File: src/rtl/pipe_hazard_ctrl.sv
// Purpose: stall/flush sequencer for the 5-stage pipeline (load-use, branch squash, MDU hold, dmem wait).
// Latency: enables and flushes are combinational from the current state and inputs; the MDU hold lasts MDU_LAT cycles.
// Backpressure: a dmem wait freezes every pipeline register and holds all sequencer state.
module pipe_hazard_ctrl #(
    parameter int MDU_LAT = 32,
    parameter int RA_W    = 5
) (
    input  logic            clk,
    input  logic            rst,
    input  logic [RA_W-1:0] id_rs,
    input  logic [RA_W-1:0] id_rt,
    input  logic            id_use_rs,
    input  logic            id_use_rt,
    input  logic [RA_W-1:0] ex_rd,
    input  logic            ex_mem_read,
    input  logic            ex_br_taken,
    input  logic            ex_mdu_start,
    input  logic            mem_req,
    input  logic            dmem_ready,
    output logic            pc_ce,
    output logic            ifid_ce,
    output logic            idex_ce,
    output logic            exmem_ce,
    output logic            memwb_ce,
    output logic            ifid_flush,
    output logic            idex_flush,
    output logic            exmem_flush,
    output logic            mdu_busy
);

    localparam int CW = $clog2(MDU_LAT);

    typedef enum logic {
        ST_RUN = 1'b0,
        ST_MDU = 1'b1
    } state_t;

    state_t        state, state_nx;
    logic [CW-1:0] cnt, cnt_nx;
    logic          done_q, done_nx;

    logic freeze;
    logic mdu_trig;
    logic load_use;

    // Hazard detection shared by the next-state and output logic.
    always_comb begin
        freeze   = mem_req & ~dmem_ready;
        // done_q lets the finished MDU op leave EX without being restarted by its own held start level.
        mdu_trig = (state == ST_RUN) & ex_mdu_start & ~done_q & ~freeze;
        // Register 0 is hardwired, so a load targeting it can never create a dependency.
        load_use = ex_mem_read & (ex_rd != '0) &
                   ((id_use_rs & (id_rs == ex_rd)) | (id_use_rt & (id_rt == ex_rd)));
    end

    // State register: sequencer mode, MDU countdown and the post-MDU retrigger guard.
    always_ff @(posedge clk or negedge rst) begin
        if (!rst) begin
            state  <= ST_RUN;
            cnt    <= '0;
            done_q <= 1'b0;
        end else begin
            state  <= state_nx;
            cnt    <= cnt_nx;
            done_q <= done_nx;
        end
    end

    // Next-state: a frozen cycle changes nothing; otherwise advance the MDU countdown.
    always_comb begin
        state_nx = state;
        cnt_nx   = cnt;
        done_nx  = done_q;
        if (!freeze) begin
            case (state)
                ST_RUN: begin
                    // The guard only needs to cover the single cycle in which the op moves out of EX.
                    done_nx = 1'b0;
                    if (mdu_trig) begin
                        // The trigger cycle itself is the first of the MDU_LAT held cycles.
                        state_nx = ST_MDU;
                        cnt_nx   = CW'(MDU_LAT - 1);
                    end
                end
                ST_MDU: begin
                    if (cnt == CW'(1)) begin
                        state_nx = ST_RUN;
                        cnt_nx   = '0;
                        done_nx  = 1'b1;
                    end else begin
                        cnt_nx = cnt - CW'(1);
                    end
                end
                default: begin
                    state_nx = ST_RUN;
                    cnt_nx   = '0;
                    done_nx  = 1'b0;
                end
            endcase
        end
    end

    // Outputs: priority freeze > MDU > branch > load-use > normal; all zero while reset is asserted.
    always_comb begin
        pc_ce       = 1'b0;
        ifid_ce     = 1'b0;
        idex_ce     = 1'b0;
        exmem_ce    = 1'b0;
        memwb_ce    = 1'b0;
        ifid_flush  = 1'b0;
        idex_flush  = 1'b0;
        exmem_flush = 1'b0;
        mdu_busy    = 1'b0;
        if (rst) begin
            mdu_busy = (state == ST_MDU);
            if (freeze) begin
                // Every register holds; nothing is cleared.
            end else if (mdu_trig || state == ST_MDU) begin
                // Hold the front end and the MDU op in EX, and feed bubbles into MEM.
                exmem_ce    = 1'b1;
                exmem_flush = 1'b1;
                memwb_ce    = 1'b1;
            end else if (ex_br_taken) begin
                // Squash the two wrong-path instructions in IF/ID and ID/EX.
                pc_ce      = 1'b1;
                ifid_ce    = 1'b1;
                idex_ce    = 1'b1;
                exmem_ce   = 1'b1;
                memwb_ce   = 1'b1;
                ifid_flush = 1'b1;
                idex_flush = 1'b1;
            end else if (load_use) begin
                // Hold the consumer in ID for one cycle and insert a bubble behind the load.
                idex_ce    = 1'b1;
                idex_flush = 1'b1;
                exmem_ce   = 1'b1;
                memwb_ce   = 1'b1;
            end else begin
                pc_ce    = 1'b1;
                ifid_ce  = 1'b1;
                idex_ce  = 1'b1;
                exmem_ce = 1'b1;
                memwb_ce = 1'b1;
            end
        end
    end

endmodule

File: config.mk
export PLATFORM = sky130hd
export DESIGN_NAME = pipe_hazard_ctrl
export DESIGN_NICKNAME = d
export VERILOG_FILES = /design/src/rtl/pipe_hazard_ctrl.sv
export SDC_FILE = /design/constraint.sdc
export NUM_CORES = 1
export LEC_CHECK = 0
export CAP_MARGIN = 20
export CORE_MARGIN = 3
export CORE_UTILIZATION = 37
export DETAILED_ROUTE_END_ITERATION = 8
export PLACE_DENSITY = 0.8
export SKIP_CTS_REPAIR_TIMING = 1
export SLEW_MARGIN = 0
export SYNTH_ARGS = -nofsm -noshare
export SYNTH_HDL_FRONTEND = slang
export SYNTH_SLANG_ARGS = --single-unit
File: constraint.sdc
create_clock -name clk -period 2.2 [get_ports clk]
set_clock_uncertainty 0.15 [all_clocks]
set_input_delay 0.44 -clock clk [delete_from_list [all_inputs] [get_ports clk]]
set_output_delay 0.44 -clock clk [all_outputs]
set_load 0.01 [all_outputs]
==> impl_metrics.sql, run 1 <==
INSERT INTO impl_metrics (metric_group, metric, value, unit) VALUES
('outcome', 'run_status', 'finished with violations', ''),
('outcome', 'failed_checks', 'setup timing', ''),
('worst_setup_path', 'worst-path-max-fanout', '3', ''),
('grt', 'grt-ovfl-total', '0', ''),
('pwr', 'swShare', '0.358', ''),
('synth', 'most_area_hungry_cell_type_in_the_yosys_netlist', 'dfrtp_1', ''),
('cts', 'clkLatencyLatePin', '0.25', 'ns'),
('drt', 'first_pass_iters', '4', ''),
('drt', 'remaining_antenna_violation_count', '0', ''),
('synth', 'synth_nets', '97', ''),
('timing', 'maxSlewHeadroom', '0.796', ''),
('drt', 'routedWlPerCell', '15.5', 'um'),
('pwr', 'power.density', '507', 'nW/um^2'),
('cts', 'cts_tree', 'yes', ''),
('final_layout', 'fill_cells', '89', ''),
('grt', 'vias_in_the_first_global_route', '605', ''),
('timing', 'sum_of_negative_setup_slack', '-0.160', 'ns'),
('final_layout', 'layout.core_utilization', '0.817', ''),
('final_layout', 'ff_latch_area', '175', 'um^2'),
('pwr', 'post-layout-total-power', '0.586', 'mW'),
('grt', 'largest_net_degree_at_the_start_of_global_routing', '11', ''),
('synth', 'syn-mean-instance-area', '8.55', 'um^2'),
('timing', 'whs', '0.0168', 'ns'),
('pwr', 'power_frac_seq', '0.343', ''),
('final_layout', 'layout.nets', '145', ''),
('timing', 'finalSetupViolations', '3', ''),
('grt', 'grt_usage', '0.168', ''),
('floorplan', 'design.core.area', '1420', 'um^2'),
('worst_setup_path', 'timing.critical_path.required', '1.61', 'ns'),
('synth', 'syn_area', '607', 'um^2'),
('timing', 'drv_slew', '0', ''),
('placed_design', 'dp_hpwl', '1.44', 'mm'),
('worst_setup_path', 'worst-setup-path-type', 'in2out', ''),
('drt', 'num_vias', '697', ''),
('cts', 'htreeDepth', '1', ''),
('final_layout', 'multi_input_comb_area', '458', 'um^2'),
('timing', 'min_period_over_period', '1.03', ''),
('drt', 'routed_via_density', '5.24', ''),
('drt', 'first_iter_violations', '9', ''),
('synth', 'synth-warning-count', '0', ''),
('cts', 'clk_pin_slew_worst_paths', '0.05', 'ns'),
('grt', 'antenna_found_initial', '0', ''),
('timing', 'post-route-worst-setup-slack', '-0.0599', 'ns'),
('worst_setup_path', 'cp-end-kind', 'primary output', ''),
('synth', 'netlist-cell-type-count', '32', ''),
('worst_setup_path', 'worstSetupStartpointType', 'input pin', ''),
('timing', 'timing.final.hold_violations', '0', ''),
('placed_design', 'port_buffers', '32', ''),
('worst_hold_path', 'worstHoldPathType', 'in2async', ''),
('synth', 'synth_top_cells_by_area', 'dfrtp_1, xor2_1, o21ai_1', ''),
('timing', 'peak_clock_frequency_supported_by_timing', '0.442', 'GHz'),
('synth', 'share_of_the_yosys_chip_area_belonging_to_registers', '0.289', ''),
('timing', 'grt_setup_unrepaired', 'true', ''),
('cts', 'cts.path.max_buffers', '2', ''),
('floorplan', 'die_area', '2160', 'um^2'),
('floorplan', 'pin_count', '33', ''),
('flow_run', 'drv.max_cap_violation_count', '0', ''),
('cts', 'cts_sinks', '7', ''),
('grt', 'first_pass_grt_wire_length', '2.55', 'mm'),
('floorplan', 'core.rowCount', '13', ''),
('synth', 'synth_cells', '71', ''),
('pwr', 'total_switching_power', '0.210', 'mW'),
('worst_setup_path', 'worst-r2r-setup-slack', '0.76', 'ns'),
('pwr', 'logic_gate_share_of_total_power', '0.467', ''),
('pwr', 'irDropWorstVdd', '664', 'uV'),
('pwr', 'cellLeakagePower', '0.662', 'nW'),
('worst_setup_path', 'arrival', '1.67', 'ns'),
('final_layout', 'area.growth.synth_to_final', '90.5', '%'),
('placed_design', 'place.gp.congestion', '0.792', ''),
('floorplan', 'floorplan.initialDensity', '0.429', ''),
('drt', 'wirelength', '2.06', 'mm'),
('synth', 'synth-seq-cells', '7', ''),
('timing', 'tightest_slew', '0.305', 'ns'),
('floorplan', 'die_h', '46.5', 'um'),
('synth', 'yosysTopAreaCellShare', '0.289', ''),
('pwr', 'intPower', '0.376', 'mW'),
('floorplan', 'die_x', '46.5', 'um'),
('cts', 'tritoncts.num_buffers', '3', ''),
('pwr', 'power.share.clock', '0.191', ''),
('final_layout', 'drive_gt1_frac', '0.314', ''),
('timing', 'final.min_clock_period', '2.26', 'ns'),
('drt', 'drc_violations_left', '0', ''),
('cts', 'root_buffer', 'clkbuf_4', ''),
('final_layout', 'antenna_cells_inserted', '0', '');
-- kinds of logic (layout without fill, tap and decap cells) --
| group | after synthesis | after routing | synth area share |
|---|---|---|---|
| AND/OR/NAND/NOR | 25 | 25 | 0.258 |
| AO/OA/AOI/OAI | 19 | 19 | 0.204 |
| XOR/XNOR | 10 | 10 | 0.144 |
| buffers and inverters | 8 | 55 | 0.0639 |
| flip-flops | 7 | 7 | 0.289 |
| adder cells (fa/ha/maj) | 2 | 2 | 0.0412 |
-- critical path, stage by stage --
cell	delay (ns)
buf_6	0.10
buf_6	0.11
xor2_2	0.14
nor4_2	0.34
a32oi_2	0.11
buf_4	0.16
o21bai_1	0.12
buf_2	0.15
-- power groups by stage --
stage / Clock (mW) / Sequential [mW] / Combinational, mW
floorplan: 0 / 0.191 / 0.147
global placement: 0 / 0.200 / 0.247
detailed placement: 0 / 0.202 / 0.255
CTS: 0.116 / 0.200 / 0.259
global route: 0.129 / 0.205 / 0.299
finish: 0.112 / 0.201 / 0.274
-- cell usage in the layout, fill, tap and decap left out, types with 2 or more instances in the layout --
cell type	count
nor2b_4	2
o21ai_1	7
xor2_1	4
dfrtp_1	7
xnor2_1	2
buf_2	3
clkdlybuf4s50_1	8
nor4_2	2
and2_1	4
ha_1	2
nand2_1	6
inv_1	4
nor2_1	4
dlymetal6s2s_1	17
xor2_2	4
clkbuf_4	3
buf_4	14
buf_6	4
nand2b_1	2
-- flip-flops by register name (all words and copies together) (netlist names) --
name,count
done_q,1
state,1
cnt,5
-- routing by layer --
metal	GRT usage	wire length, um	vias to the layer above
met4	0.0341	19	0
li1	-	-	340
met2	0.283	1110	21
met5	0	0	-
met1	0.205	851	332
met3	0.0586	79	4
-- layout make-up --
cell class / count / area share
repair buffers: 47 / 0.400
clock buffers: 4 / 0.0227
multi-input cells: 56 / 0.396
flip-flops and latches: 7 / 0.152
inverters: 4 / 0.0130
well taps: 15 / 0.0162
-- synthesized netlist by cell type --
cell type / instances
o21a_1: 1
buf_4: 2
nor4_1: 1
o31a_1: 1
nand3_1: 1
nand3b_1: 1
buf_2: 1
a22oi_1: 1
inv_1: 4
or4_1: 1
a31oi_1: 1
clkbuf_1: 1
nand2b_1: 2
nor2b_1: 2
nor4_2: 1
a32oi_1: 2
xor2_1: 8
nor4b_4: 1
a21oi_1: 1
a41oi_1: 1
o21ai_0: 1
o31ai_1: 1
o21ai_1: 7
xnor2_1: 2
ha_1: 2
nand2_1: 6
and2_0: 1
dfrtp_1: 7
and2_1: 4
o211ai_1: 1
nor2_1: 4
o21bai_1: 1
-- metrics by stage --
| step | setup slack (ns) | instance area [um^2] | instances |
|---|---|---|---|
| floorplan | 0.151 | 607 | 71 |
| global placement | -0.685 | 1020 | 127 |
| detailed placement | -0.774 | 1020 | 127 |
| CTS | -0.778 | 1050 | 131 |
| global route | -0.0959 | 1160 | 133 |
| finish | -0.0599 | 1160 | 133 |
-- path summary, 6_finish.rpt --
check / startpoint / endpoint / depth (start not counted)
max reg2reg: cnt[1]$_DFFE_PN0P_ / state$_DFFE_PN0N_ / 6
min reg2reg: cnt[1]$_DFFE_PN0P_ / cnt[3]$_DFFE_PN0P_ / 2
min: rst / cnt[1]$_DFFE_PN0P_ / 2
min in group clk: cnt[1]$_DFFE_PN0P_ / cnt[3]$_DFFE_PN0P_ / 2
max: ex_rd[1] / idex_flush / 8
max in group asynchronous: rst / cnt[2]$_DFFE_PN0P_ / 2
(Power assumes the default switching activity.)
==> inputs of run 2 (changes only) <==
--- a/config.mk
+++ b/config.mk
@@ -5,10 +5,12 @@
 export SDC_FILE = /design/constraint.sdc
 export NUM_CORES = 1
 export LEC_CHECK = 0
+export ABC_CLOCK_PERIOD_IN_PS = 2200
 export CAP_MARGIN = 20
 export CORE_MARGIN = 3
 export CORE_UTILIZATION = 37
 export DETAILED_ROUTE_END_ITERATION = 8
+export GPL_ROUTABILITY_DRIVEN = 1
 export PLACE_DENSITY = 0.8
 export SKIP_CTS_REPAIR_TIMING = 1
 export SLEW_MARGIN = 0
==> results of run 2 <==
Final layout, timing and power as in run 1 (identical DEF).
==> inputs of run 3 (changes only) <==
--- a/config.mk
+++ b/config.mk
@@ -8,10 +8,11 @@
 export ABC_CLOCK_PERIOD_IN_PS = 2200
 export CAP_MARGIN = 20
 export CORE_MARGIN = 3
-export CORE_UTILIZATION = 37
+export CORE_UTILIZATION = 39
+export CTS_BUF_LIST = sky130_fd_sc_hd__clkbuf_4 sky130_fd_sc_hd__clkbuf_8
 export DETAILED_ROUTE_END_ITERATION = 8
 export GPL_ROUTABILITY_DRIVEN = 1
-export PLACE_DENSITY = 0.8
+export PLACE_DENSITY = 0.83
 export SKIP_CTS_REPAIR_TIMING = 1
 export SLEW_MARGIN = 0
 export SYNTH_ARGS = -nofsm -noshare
==> impl_metrics.sql, run 3 (synthesis gave the netlist of run 1 again) <==
INSERT INTO impl_metrics (metric_group, metric, value, unit) VALUES
('outcome', 'run_status', 'finished with violations', ''),
('outcome', 'failed_checks', 'setup timing', ''),
('grt', 'grt_most_used_layer', 'met2', ''),
('pwr', 'cellLeakagePower', '0.608', 'nW'),
('worst_setup_path', 'worst-path-max-fanout', '2', ''),
('floorplan', 'core.rowCount', '13', ''),
('drt', 'routedWlPerCell', '12.8', 'um'),
('cts', 'htreeDepth', '1', ''),
('worst_setup_path', 'ff2ff_path_depth', '6', ''),
('final_layout', 'final_cell_mix', 'dlymetal6s2s_1, clkdlybuf4s50_1', ''),
('final_layout', 'max_flop_register', 'cnt', ''),
('grt', 'grt_usage', '0.163', ''),
('placed_design', 'place.gp.congestion', '0.760', ''),
('drt', 'routed_via_density', '5.25', ''),
('cts', 'clk_pin_slew_worst_paths', '0.05', 'ns'),
('pwr', 'swShare', '0.352', ''),
('final_layout', 'area.growth.synth_to_final', '73.6', '%'),
('grt', 'first_pass_grt_wire_length', '2.39', 'mm'),
('floorplan', 'pin_count', '33', ''),
('drt', 'first_pass_iters', '4', ''),
('timing', 'final.min_clock_period', '2.25', 'ns'),
('worst_hold_path', 'worstHoldPathType', 'in2async', ''),
('grt', 'globalRouteMet1Util', '0.174', ''),
('timing', 'timing.final.hold_violations', '0', ''),
('grt', 'grt-ovfl-total', '0', ''),
('drt', 'first_iter_violations', '11', ''),
('final_layout', 'fill_cells', '104', ''),
('timing', 'tightest_slew', '0.267', 'ns'),
('timing', 'finalSetupViolations', '2', ''),
('timing', 'post-route-worst-setup-slack', '-0.0492', 'ns'),
('floorplan', 'die_x', '45.4', 'um'),
('final_layout', 'design_area', '1050', 'um^2'),
('final_layout', 'largest_register_ff_count', '5', ''),
('cts', 'tritoncts.num_buffers', '3', ''),
('timing', 'maxSlewHeadroom', '0.821', ''),
('worst_setup_path', 'setup.worst_path.start', 'ex_rd[0]', ''),
('pwr', 'post-layout-total-power', '0.582', 'mW'),
('final_layout', 'reg_top3', 'cnt: 5 flops, done_q: 1 flops, state: 1 flops', ''),
('final_layout', 'layout.nets', '138', ''),
('worst_setup_path', 'cp-end-kind', 'primary output', ''),
('worst_setup_path', 'worstSetupStartpointType', 'input pin', ''),
('drt', 'num_vias', '661', ''),
('worst_setup_path', 'worst-r2r-setup-slack', '0.80', 'ns'),
('worst_setup_path', 'worstSetupEndpoint', 'ifid_ce', ''),
('grt', 'vias_in_the_first_global_route', '601', ''),
('timing', 'min_period_over_period', '1.02', ''),
('pwr', 'power.share.clock', '0.226', ''),
('cts', 'cts_tree', 'yes', ''),
('worst_setup_path', 'critical_path.reg2reg.endpoint', 'cnt[2]$_DFFE_PN0P_', ''),
('final_layout', 'multi_input_comb_area', '419', 'um^2'),
('worst_setup_path', 'timing.critical_path.required', '1.61', 'ns'),
('floorplan', 'design.core.area', '1380', 'um^2'),
('final_layout', 'antenna_cells_inserted', '0', ''),
('worst_setup_path', 'worst-setup-path-type', 'in2out', ''),
('final_layout', 'drive_gt1_frac', '0.225', ''),
('cts', 'cts_sinks', '7', ''),
('placed_design', 'port_buffers', '32', ''),
('grt', 'met2_usage', '0.298', ''),
('floorplan', 'die_h', '45.4', 'um'),
('cts', 'root_buffer', 'clkbuf_4', ''),
('pwr', 'power_frac_seq', '0.345', ''),
('final_layout', 'ff_latch_area', '175', 'um^2'),
('flow_run', 'drv.max_cap_violation_count', '0', ''),
('pwr', 'power.density', '553', 'nW/um^2'),
('final_layout', 'layout.core_utilization', '0.762', ''),
('worst_setup_path', 'arrival', '1.66', 'ns'),
('drt', 'wirelength', '1.62', 'mm'),
('worst_setup_path', 'critical_path.reg2reg.startpoint', 'cnt[1]$_DFFE_PN0P_', ''),
('grt', 'antenna_found_initial', '0', ''),
('final_layout', 'mostFrequentLayoutCell', 'dlymetal6s2s_1', ''),
('pwr', 'total_switching_power', '0.205', 'mW'),
('pwr', 'intPower', '0.377', 'mW'),
('grt', 'largest_net_degree_at_the_start_of_global_routing', '11', ''),
('timing', 'grt_setup_unrepaired', 'true', ''),
('placed_design', 'dp_hpwl', '1.23', 'mm'),
('drt', 'remaining_antenna_violation_count', '0', ''),
('floorplan', 'floorplan.initialDensity', '0.439', ''),
('cts', 'clkLatencyLatePin', '0.25', 'ns'),
('placed_design', 'placed_area', '975', 'um^2'),
('pwr', 'logic_gate_share_of_total_power', '0.429', ''),
('timing', 'peak_clock_frequency_supported_by_timing', '0.445', 'GHz'),
('pwr', 'irDropWorstVdd', '325', 'uV'),
('cts', 'cts.path.max_buffers', '2', ''),
('grt', 'grt_use_met3', '0.0158', ''),
('drt', 'drc_violations_left', '0', ''),
('timing', 'drv_slew', '0', ''),
('floorplan', 'die_area', '2070', 'um^2');
[run 3: cell types whose count changed in the layout (fill, tap and decap cells not counted), moves of 2 or more]
cell,before,now
buf_4,14,7
clkbuf_2,1,4
xor2_2,4,1
buf_6,4,2
xor2_1,4,7
[run 3: how the worst min path moves through the flow]
stage / start / endpoint / slack [ns]
after floorplan: rst / cnt[0]$_DFFE_PN0P_ / -0.006
after global placement: cnt[1]$_DFFE_PN0P_ / cnt[3]$_DFFE_PN0P_ / 0.36
after detailed placement: done_q$_DFFE_PN0P_ / done_q$_DFFE_PN0P_ / 0.36
after CTS: done_q$_DFFE_PN0P_ / done_q$_DFFE_PN0P_ / 0.37
after global routing: rst / cnt[4]$_DFFE_PN0P_ / 0.02
final: rst / cnt[1]$_DFFE_PN0P_ / 0.007
[run 3: worst max-delay path, cell delays in order]
cell and delay [ns]:
buf_6 0.10, buf_6 0.11, xor2_2 0.16, nor4_2 0.29
a32oi_1 0.15, o31a_1 0.27, buf_2 0.14
[run 3: per-stage QoR]
step	hold WS, ns	TNS [ns]	worst slack (ns)	std cells
6_report	0.00746	-0.0887	-0.0492	126
3_5_place_dp	0.359	-4.05	-0.733	121
4_1_cts	0.367	-4.08	-0.737	125
2_1_floorplan	-0.00559	0	0.151	71
3_3_place_gp	0.356	-3.86	-0.695	121
5_1_grt	0.0183	-0.219	-0.114	126
[run 3: cell type report]
type,count,area share
Sequential cell,7,0.166
Clock buffer,4,0.0285
Timing Repair Buffer,40,0.375
Tap cell,15,0.0178
Multi-Input combinational cell,56,0.398
Inverter,4,0.0143
[run 3: layer usage]
metal / up-vias / part of all wire / routed length [um]
li1: 330 / - / -
met1: 289 / 0.38 / 616
met2: 38 / 0.52 / 842
met3: 4 / 0.078 / 126
met4: 0 / 0.019 / 31
met5: - / 0 / 0
[run 3: power by group through the flow]
stage / clock network, mW / registers (mW) / logic (mW)
after floorplan: 0 / 0.191 / 0.147
after global placement: 0 / 0.201 / 0.238
after detailed placement: 0 / 0.202 / 0.245
after CTS: 0.134 / 0.201 / 0.251
after global routing: 0.144 / 0.206 / 0.281
final: 0.132 / 0.201 / 0.250
